==> src/rtl/pc_sequencer_pkg.sv <==
// ============================================================================
// pc_sequencer_pkg : shared definitions for the PC fetch stage
// Rev 1.0
// ============================================================================
`default_nettype none

package pc_sequencer_pkg;

    typedef enum logic [2:0] {
        ST_RST    = 3'd0,
        ST_FETCH  = 3'd1,
        ST_ADD1   = 3'd2,
        ST_ADD2   = 3'd3,
        ST_HALTED = 3'd4
    } state_e;

    localparam logic [31:0] C_INSTR_BYTES  = 32'd4;
    localparam logic [31:0] C_RESET_VECTOR = 32'h0000_0000;
    localparam logic [31:0] C_WORD_MASK    = 32'hFFFF_FFFC;

    function automatic logic [31:0] word_align(input logic [31:0] addr);
        return addr & C_WORD_MASK;
    endfunction

endpackage

`default_nettype wire

==> src/rtl/pc_sequencer.sv <==
// ============================================================================
// pc_sequencer : architectural PC, fetch handshake and next-PC operand drive
// Rev 1.0
// ============================================================================
`default_nettype none

module pc_sequencer
    import pc_sequencer_pkg::*;
#(
    parameter logic [31:0] RESET_VECTOR = C_RESET_VECTOR,
    parameter logic [31:0] INSTR_BYTES  = C_INSTR_BYTES
) (
    input  logic        clock,
    input  logic        reset,
    input  logic        en,
    output logic        imem_req,
    input  logic        imem_ready,
    output logic [31:0] imem_addr,
    output logic [31:0] pc,
    input  logic        branch_valid,
    input  logic [31:0] branch_offset,
    input  logic        jump_valid,
    input  logic [31:0] jump_target,
    output logic        redirect_ack,
    input  logic        halt,
    output logic        halted,
    output logic [31:0] adder_op1,
    output logic [31:0] adder_op2,
    input  logic [31:0] adder_sum
);

    state_e      state_q;
    logic [31:0] pc_q;
    logic [31:0] op1_q;
    logic [31:0] op2_q;
    logic        req_q;
    logic        ack_q;
    logic        halted_q;

    always_ff @(posedge clock or negedge reset) begin
        if (!reset) begin
            state_q  <= ST_RST;
            pc_q     <= RESET_VECTOR;
            op1_q    <= 32'd0;
            op2_q    <= 32'd0;
            req_q    <= 1'b0;
            ack_q    <= 1'b0;
            halted_q <= 1'b0;
        end else if (en) begin
            ack_q <= 1'b0;
            case (state_q)
                ST_RST: begin
                    state_q <= ST_FETCH;
                    req_q   <= 1'b1;
                end
                ST_FETCH: begin
                    // halt outranks a handshake in the same cycle
                    if (halt) begin
                        state_q  <= ST_HALTED;
                        req_q    <= 1'b0;
                        halted_q <= 1'b1;
                    end else if (imem_ready) begin
                        state_q <= ST_ADD1;
                        req_q   <= 1'b0;
                        if (jump_valid) begin
                            op1_q <= word_align(jump_target);
                            op2_q <= 32'd0;
                            ack_q <= 1'b1;
                        end else if (branch_valid) begin
                            op1_q <= pc_q;
                            op2_q <= branch_offset;
                            ack_q <= 1'b1;
                        end else begin
                            op1_q <= pc_q;
                            op2_q <= INSTR_BYTES;
                        end
                    end
                end
                ST_ADD1: begin
                    state_q <= ST_ADD2;
                end
                ST_ADD2: begin
                    // the peer adder has registered op1+op2 by now
                    pc_q    <= word_align(adder_sum);
                    state_q <= ST_FETCH;
                    req_q   <= 1'b1;
                end
                ST_HALTED: begin
                    state_q <= ST_HALTED;
                end
                default: begin
                    state_q <= ST_RST;
                    req_q   <= 1'b0;
                end
            endcase
        end
    end

    assign imem_req     = req_q;
    assign imem_addr    = pc_q;
    assign pc           = pc_q;
    assign redirect_ack = ack_q;
    assign halted       = halted_q;
    assign adder_op1    = op1_q;
    assign adder_op2    = op2_q;

endmodule

`default_nettype wire

==> config.mk <==
export PLATFORM = sky130hd
export DESIGN_NAME = pc_sequencer
export DESIGN_NICKNAME = d
export VERILOG_FILES = /design/src/rtl/pc_sequencer_pkg.sv /design/src/rtl/pc_sequencer.sv
export SDC_FILE = /design/constraint.sdc
export NUM_CORES = 1
export LEC_CHECK = 0
export CAP_MARGIN = 20
export CORE_MARGIN = 5
export CORE_UTILIZATION = 45
export CTS_BUF_LIST = sky130_fd_sc_hd__clkbuf_8
export CTS_CLUSTER_DIAMETER = 50
export CTS_CLUSTER_SIZE = 40
export DETAILED_ROUTE_END_ITERATION = 16
export GPL_TIMING_DRIVEN = 0
export PLACE_DENSITY = 0.88
export SYNTH_ARGS = -nofsm -noshare
export SYNTH_HDL_FRONTEND = slang
export SYNTH_SLANG_ARGS = --single-unit
==> constraint.sdc <==
create_clock -name clock -period 4.45 [get_ports clock]
set_input_delay 0.6675 -clock clock [delete_from_list [all_inputs] [get_ports clock]]
set_output_delay 0.6675 -clock clock [all_outputs]
set_load 0.02 [all_outputs]
# Word level (Yosys, flattened, before mapping)
# Cells that the tools add are included.
[word_totals]
register_bits = 100
input_bits = 103
out_inout_bits = 131
[op_classes]
eq_ne = 5
bitwise = 2
mux = 14
n_reduce_logical = 8
[op_table]
columns = ["operator", "n"]
rows = [
  ["$mux W32", 3],
  ["$pmux W3 S4", 1],
  ["$mux W1", 7],
  ["$eq A3 B2 Y1 const B", 2],
  ["$mux W3", 2],
  ["$reduce_and A3 Y1", 2],
  ["$reduce_and A2 Y1", 2],
  ["$reduce_and A4 Y1", 1],
  ["$reduce_or A2 Y1", 2],
  ["$eq A3 B1 Y1 const B", 1],
  ["$eq A3 B3 Y1 const B", 1],
  ["$logic_not A3 Y1", 1],
  ["$ne A3 B3 Y1 const B", 1],
  ["$pmux W1 S3", 1],
  ["$not A1 Y1", 2],
]

# Depth between registers and ports, before layout
# Gate-level depths: netlist (run 1).
[depth]
ltp_word = 5
depth_mapped = 6
depth_no_buf = 3

# Worst setup path after synthesis (run 1)
# OpenSTA, ideal clock, no wires.
[synth_timing]
path_type = "in2reg"
from = "input jump_valid"
to = "register op1_q[10], in the netlist adder_op1[10]"
stages = 4
setup_slack_ps = 2567
required_time_ps = 4325
setup_time_ps = 125
t_arrival_ps = 1758
cell_sequence = "buf_2 clkbuf_1 mux2_2 mux2_4"
[synth_via]
elab_chain_len = 1
[synth_rtl]
columns = ["element", "line_no", "text"]
rows = [
  ["from (decl)", "pc_sequencer.sv:22", "input logic jump_valid,"],
  ["$mux W32", "pc_sequencer.sv:65", "if (jump_valid) begin"],
  ["to (signal assigned)", "pc_sequencer.sv:66", "op1_q <= word_align(jump_target);"],
  ["to (signal assigned)", "pc_sequencer.sv:70", "op1_q <= pc_q;"],
  ["to (signal assigned)", "pc_sequencer.sv:74", "op1_q <= pc_q;"],
  ["to (decl)", "pc_sequencer.sv:34", "logic [31:0] op1_q;"],
]
# No other way between the ends.
# A chain may end at the register's enable or synchronous reset.

# Final worst setup path (run 1)
[layout_timing]
from = "register pc_q[2], in the netlist imem_addr[2]"
to = "output pc[2]"
[layout_lines]
columns = ["element", "line_no", "text"]
rows = [
  ["from (decl)", "pc_sequencer.sv:33", "logic [31:0] pc_q;"],
  ["from (signal assigned)", "pc_sequencer.sv:84", "pc_q <= word_align(adder_sum);"],
  ["to (decl)", "pc_sequencer.sv:19", "output logic [31:0] pc,"],
]
# No word-level cell between the ends.

==> metrics.txt, run 1 <==
synthesis warning total 0; Crit Path Category flip-flop to primary output; routability-driven placement congestion ratio 0.789; Synth async-reset ratio 100%; via density per instance 4.72; NetSw 1.81 mW; Crit Path Max Fanout 4; Seq/Total Area, Yosys 52.6%; num ports 234; Comb pwr share 55.0%; design area 7300 um^2; initial antenna violation count 0; status finished clean; setup bufs post-CTS 0; # diodes 0; DIE AREA 12500 um^2; normalized max-slew margin 47.4%; cts repair resizes 0; max-slew violation count 0; CTS tree built; Int Pwr 3.14 mW; CTS clk-pin slew, worst paths 100 ps; clock power share 12.6%; H-tree lvl count 3; routed via count 3505; RSZ-0062 raised after global routing no; Pleak 3.51 nW; vias in the first global route 3702; Net Sw Frac 36.6%; Distinct cells, synth 23; Num CTS Buffers 9; Initial Util 45.5%; Final setup violation count 0; setup TNS 0 ps; Post-CTS Hold Fix Bufs 0; number of synthesized flops with an enable pin 0; Die Ht 112 um; Initial DRC Count 152; Syn Inst Count 364; nature of the critical path startpoint flip-flop; setup skew after layout 15.5 ps; Mean Syn Cell Area 12.8 um^2; first-pass GRT wire length 19600 um; GRT Util Overall 19.6%; Clock Path Buffers 2; Final Hold Viols 0; synthesized area 4660 um^2; drc violations 0; crit share post-route 49.3%; Core ar. 10200 um^2; worst slew pin tran 789 ps; power per cell area 677 nW/um^2; Chip Width 112 um; # nets final 705; Detailed Route WL 12500 um; Critical Path AT 1530 ps; Hold Slack 385 ps; worst r2r src state_q[1]$_DFFE_PN0P_; root buf cell clkbuf_8; worst min path class input pin to async pin; Reg power frac 32.4%; worst setup margin 2260 ps; flops & latches, synth 98; IO Port Bufs 221; final core occ 71.4%; Fmax 456 MHz; minimum clock period 2190 ps; dpl cell area 7080 um^2; routed wire length per instance 16.8 um; Worst-Skew Late Latency 350 ps; Detailed Place HPWL 9720 um; Req. time, crit path 3780 ps; global route total overflow 0; maximum vdd drop 342 uV; Place WS 2240 ps; post-route ant nets 0; pin count of the biggest net entering global routing 61; Reg2Reg Depth 5; Clock Sinks 98; area grow syn2layout 56.7%; first drt pass iteration count 4; crit path from imem_addr[2]$_DFFE_PN0P_; main flop type after synthesis dfrtp_1; row count 37; fraction of layout cells with a size suffix above 1 25.9%; Worst Setup End Kind primary output; Max-Cap Viols 0
[metal layers]
metal / global-route usage, % / vias up / share of wire (%)
li1: - / 1636 / -
met1: 22.9 / 1710 / 40
met2: 34.6 / 150 / 51
met3: 6.20 / 9 / 8.2
met4: 5.68 / 0 / 0.90
met5: 0 / - / 0
[worst paths after layout]
kind | endpoint | slack, ps
min | adder_op2[12]$_DFFE_PN0P_ | 390
max in group asynchronous | adder_op1[10]$_DFFE_PN0P_ | 3380
min in group clock | halted$_DFFE_PN0P_ | 490
max reg2reg | adder_op1[29]$_DFFE_PN0P_ | 2840
max | pc[2] | 2260
min reg2reg | halted$_DFFE_PN0P_ | 490
[sequential cells by signal, summed over array words and instances (netlist names)]
register / flops
state_q: 3
adder_op2: 32
redirect_ack: 1
adder_op1: 30
imem_req: 1
halted: 1
imem_addr: 30
[placed cells by master, fill, tap and decap left out]
master / n
clkdlybuf4s50_1: 220
buf_2: 4
a222oi_1: 1
nor2b_1: 1
nand3b_1: 1
buf_12: 1
nor2_1: 3
inv_1: 35
a21oi_1: 1
bufinv_16: 1
o311ai_0: 1
mux2_4: 27
mux2i_1: 31
dfrtp_1: 98
clkbuf_1: 6
nand4_1: 1
o22ai_1: 1
nand2b_1: 1
buf_4: 41
clkbuf_8: 13
a21o_1: 1
mux2_2: 64
buf_6: 4
o21ai_0: 4
conb_1: 6
and4bb_1: 1
nand2_1: 37
clkinvlp_4: 2
[metrics by stage]
step	power, mW	cells
6_report	4.94	743
3_3_place_gp	4.28	726
4_1_cts	5.01	743
5_1_grt	5.20	743
2_1_floorplan	3.00	369
3_5_place_dp	4.37	727
[critical path, cell delays in order, from the launching register on]
cell and delay [ps]:
dfrtp_1 460, buf_4 140, clkdlybuf4s50_1 590
[logic make-up after synthesis]
| group | Yosys count | share of synthesized area (%) |
|---|---|---|
| other | 1 | 0.0805 |
| muxes | 122 | 30.8 |
| and+or+nand+nor | 45 | 4.06 |
| DFF | 98 | 52.6 |
| AOI/OAI and AO/OA | 9 | 1.24 |
| buffers and inverters | 89 | 11.1 |
[power groups by stage]
stage	clock network (mW)	logic, mW	registers (mW)
after floorplan	0	0.947	2.05
after detailed placement	0	2.74	1.62
after global placement	0	2.69	1.59
after CTS	0.645	2.76	1.61
final	0.624	2.72	1.60
after global routing	0.675	2.86	1.67
[area by class of cell]
cell class / count / area (um^2)
fillers: 704 / 2930
flip-flops and latches: 98 / 2450
repair buffers: 222 / 2230
multi-input cells: 182 / 1710
plain buffers: 54 / 388
clock buffers: 13 / 179
well taps: 136 / 170
inverters: 35 / 131
clock inverters: 3 / 45.0
[synth_stat cells (3+ instances only)]
cell	instances	share of area [%]
nand2_1	37	3.0
buf_2	4	0.43
buf_6	4	0.97
mux2_2	64	15
buf_4	40	6.4
nor2_1	3	0.24
dfrtp_1	98	53
mux2i_1	31	6.7
o21ai_0	4	0.43
mux2_4	27	8.7
inv_1	35	2.8
clkbuf_1	6	0.48
Power figures use the tool's default switching activity.
==> run 2, diff against run 1 <==
--- a/config.mk
+++ b/config.mk
@@ -7,13 +7,13 @@
 export LEC_CHECK = 0
 export CAP_MARGIN = 20
 export CORE_MARGIN = 5
-export CORE_UTILIZATION = 45
+export CORE_UTILIZATION = 38
 export CTS_BUF_LIST = sky130_fd_sc_hd__clkbuf_8
 export CTS_CLUSTER_DIAMETER = 50
 export CTS_CLUSTER_SIZE = 40
 export DETAILED_ROUTE_END_ITERATION = 16
 export GPL_TIMING_DRIVEN = 0
-export PLACE_DENSITY = 0.88
+export PLACE_DENSITY = 0.79
 export SYNTH_ARGS = -nofsm -noshare
 export SYNTH_HDL_FRONTEND = slang
 export SYNTH_SLANG_ARGS = --single-unit
==> constraint.sdc (replaced) <==
create_clock -name clock -period 1.87 [get_ports clock]
set_input_delay 0.2805 -clock clock [delete_from_list [all_inputs] [get_ports clock]]
set_output_delay 0.2805 -clock clock [all_outputs]
set_load 0.02 [all_outputs]
==> run 2 against run 1 <==
  * First-iteration DRC count shrank 47%
  * Power up 130%
  * Sequential power rose by 140%
  * Cell count increased by 1.1%
  * Register-to-register slack worse by 2600 ps
  * Core utilization down 11 points
  * Via count fell by 1.3%
  * Critical endpoint is now pc[31]
==> metrics.txt, run 2 (synthesis results as in run 1) <==
Initial DRC Count 80 (-47%); crit share post-route 95.6%; routed via count 3458 (-1.3%); pin count of the biggest net entering global routing 58 (-4.9%); post-route insts no fill 751 (+1.1%); cts repair resizes 0 (unchanged); worst min path class input pin to flip-flop; GRT Util Overall 17.3% (-2.3 points); Core ar. 12000 um^2 (+17%); Fill cells 1002 (+42%); Crit Path Category flip-flop to primary output; Final Hold Viols 0 (unchanged); Max-Cap Viols 0 (unchanged); first-pass GRT wire length 19700 um (+0.25%); setup skew after layout 8.29 ps (-7.21 ps); area grow syn2layout 55.6%; normalized max-slew margin 49.7% (+2.3 points); Reg2Reg Depth 5 (unchanged); Crit Path Max Fanout 4 (unchanged); power per cell area 1580 nW/um^2 (+130%); Clock Sinks 98 (unchanged); num ports 234 (unchanged); root buf cell clkbuf_8; # diodes 0 (unchanged); dpl cell area 7090 um^2 (+0.19%); Die Ht 121 um (+8.0%); Worst-Skew Late Latency 360 ps (about the same); DIE AREA 14600 um^2 (+17%); crit path from imem_addr[31]$_DFFE_PN0P_; Worst Setup End Kind primary output; R2R Setup Slk 250 ps (-2590 ps); CTS clk-pin slew, worst paths 90 ps (about the same); worst r2r src state_q[1]$_DFFE_PN0P_; global route total overflow 0 (unchanged); fraction of layout cells with a size suffix above 1 25.2% (-0.70 points); Req. time, crit path 1590 ps (-2190 ps); row count 40 (+8.1%); area occupied by multi-input gates 1710 um^2 (unchanged); via density per instance 4.60 (-2.4%); post-route ant nets 0 (unchanged); max FFs per register 32 (unchanged); Chip Width 121 um (+8.0%); RSZ-0062 raised after global routing no; Reg area 2450 um^2 (unchanged); highest-count cells in the layout ignoring fill and taps clkdlybuf4s50_1 (220), dfrtp_1 (98), mux2_2 (64); setup TNS 0 ps (unchanged); initial antenna violation count 0 (unchanged); Clock Path Buffers 2 (unchanged); max-slew violation count 0 (unchanged); Fmax 559 MHz; CTS tree built; status finished clean; maximum vdd drop 759 uV (+120%); H-tree lvl count 3 (unchanged); Post-Place Cells 738 (+1.5%); routed wire length per instance 16.9 um (+0.36%); vias in the first global route 3769 (+1.8%); Detailed Place HPWL 10000 um (+2.9%); r2r endpoint adder_op1[11]$_DFFE_PN0P_; Critical Path AT 1510 ps (-20 ps); final core occ 60.3% (-11 points); Num CTS Buffers 9 (unchanged); most common cell after layout, fill and taps aside clkdlybuf4s50_1; drc violations 0 (unchanged); nature of the critical path startpoint flip-flop; routability-driven placement congestion ratio 0.744 (-5.8%); first drt pass iteration count 4 (unchanged); Detailed Route WL 12700 um (+1.4%); IO Port Bufs 221 (unchanged); minimum clock period 1790 ps; Critical Path Sink pc[31]; Final setup violation count 0 (unchanged); worst slew pin tran 755 ps (-34.0 ps); design area 7250 um^2 (-0.74%); Pleak 3.49 nW (-0.64%); # nets final 706 (+0.14%); Initial Util 38.8% (-6.7 points)
==> run 2: cell count changes in the layout (fill, tap and decap cells not counted) <==
cell	before	now
clkinvlp_4	2	0
clkinv_2	0	1
clkbuf_8	13	10
inv_1	35	36
bufinv_16	1	0
dlygate4sd3_1	0	1
==> run 2: layout make-up <==
class / count / area share [%]
plain buffers: 54 / 5.35
clock buffers: 10 / 1.90
clock inverters: 2 / 0.121
inverters: 35 / 1.81
multi-input cells: 182 / 23.5
flip-flops and latches: 98 / 33.8
well taps: 147 / 2.54
repair buffers: 223 / 30.9
==> run 2: worst min-delay path by stage <==
stage                  startpoint                        end  depth (start not counted)
2_1_floorplan               reset  adder_op1[10]$_DFFE_PN0P_                          0
3_3_place_gp   halted$_DFFE_PN0P_         halted$_DFFE_PN0P_                          1
3_5_place_dp                reset  adder_op1[15]$_DFFE_PN0P_                          1
4_1_cts                        en     state_q[0]$_DFFE_PN0P_                          2
5_1_grt                        en     state_q[0]$_DFFE_PN0P_                          2
6_report                       en     state_q[0]$_DFFE_PN0P_                          2
==> run 2: power by group <==
| part | switching (mW) | total [mW] | internal [mW] |
|---|---|---|---|
| registers | 0.735 | 3.82 | 3.08 |
| clock network | 0.676 | 1.16 | 0.485 |
| logic | 2.86 | 6.48 | 3.62 |
| total | 4.27 | 11.5 | 7.19 |
==> run 2: timing repair <==
action | 4_1_cts | 5_1_grt
endpoints found under the hold margin | 29 | 0
setup buffers | 0 | 0
hold buffers | 1 | 0
==> run 2: worst max-delay path, stage by stage (launching register included) <==
cell and delay, ps:
dfrtp_1 410, buf_4 140, clkdlybuf4s50_1 600
==> run 2: routing by layer <==
metal  up-vias  share of wire [%]  global-route usage (%)
li1       1626                  -                       -
met1      1663                 40                    19.3
met2       155                 48                    30.2
met3        14                 10                    6.69
met4         0                1.4                    6.02
met5         -                  0                       0
==> run 2: metrics by stage <==
| step | power (mW) | setup slack [ps] | hold slack, ps |
|---|---|---|---|
| 3_3_place_gp | 10.2 | -3220 | 463 |
| 4_1_cts | 11.6 | 37.9 | 126 |
| 6_report | 11.5 | 81.6 | 159 |
| 2_1_floorplan | 7.14 | 374 | -15.1 |
| 5_1_grt | 12.1 | 17.9 | 147 |
| 3_5_place_dp | 10.4 | 53.3 | 403 |
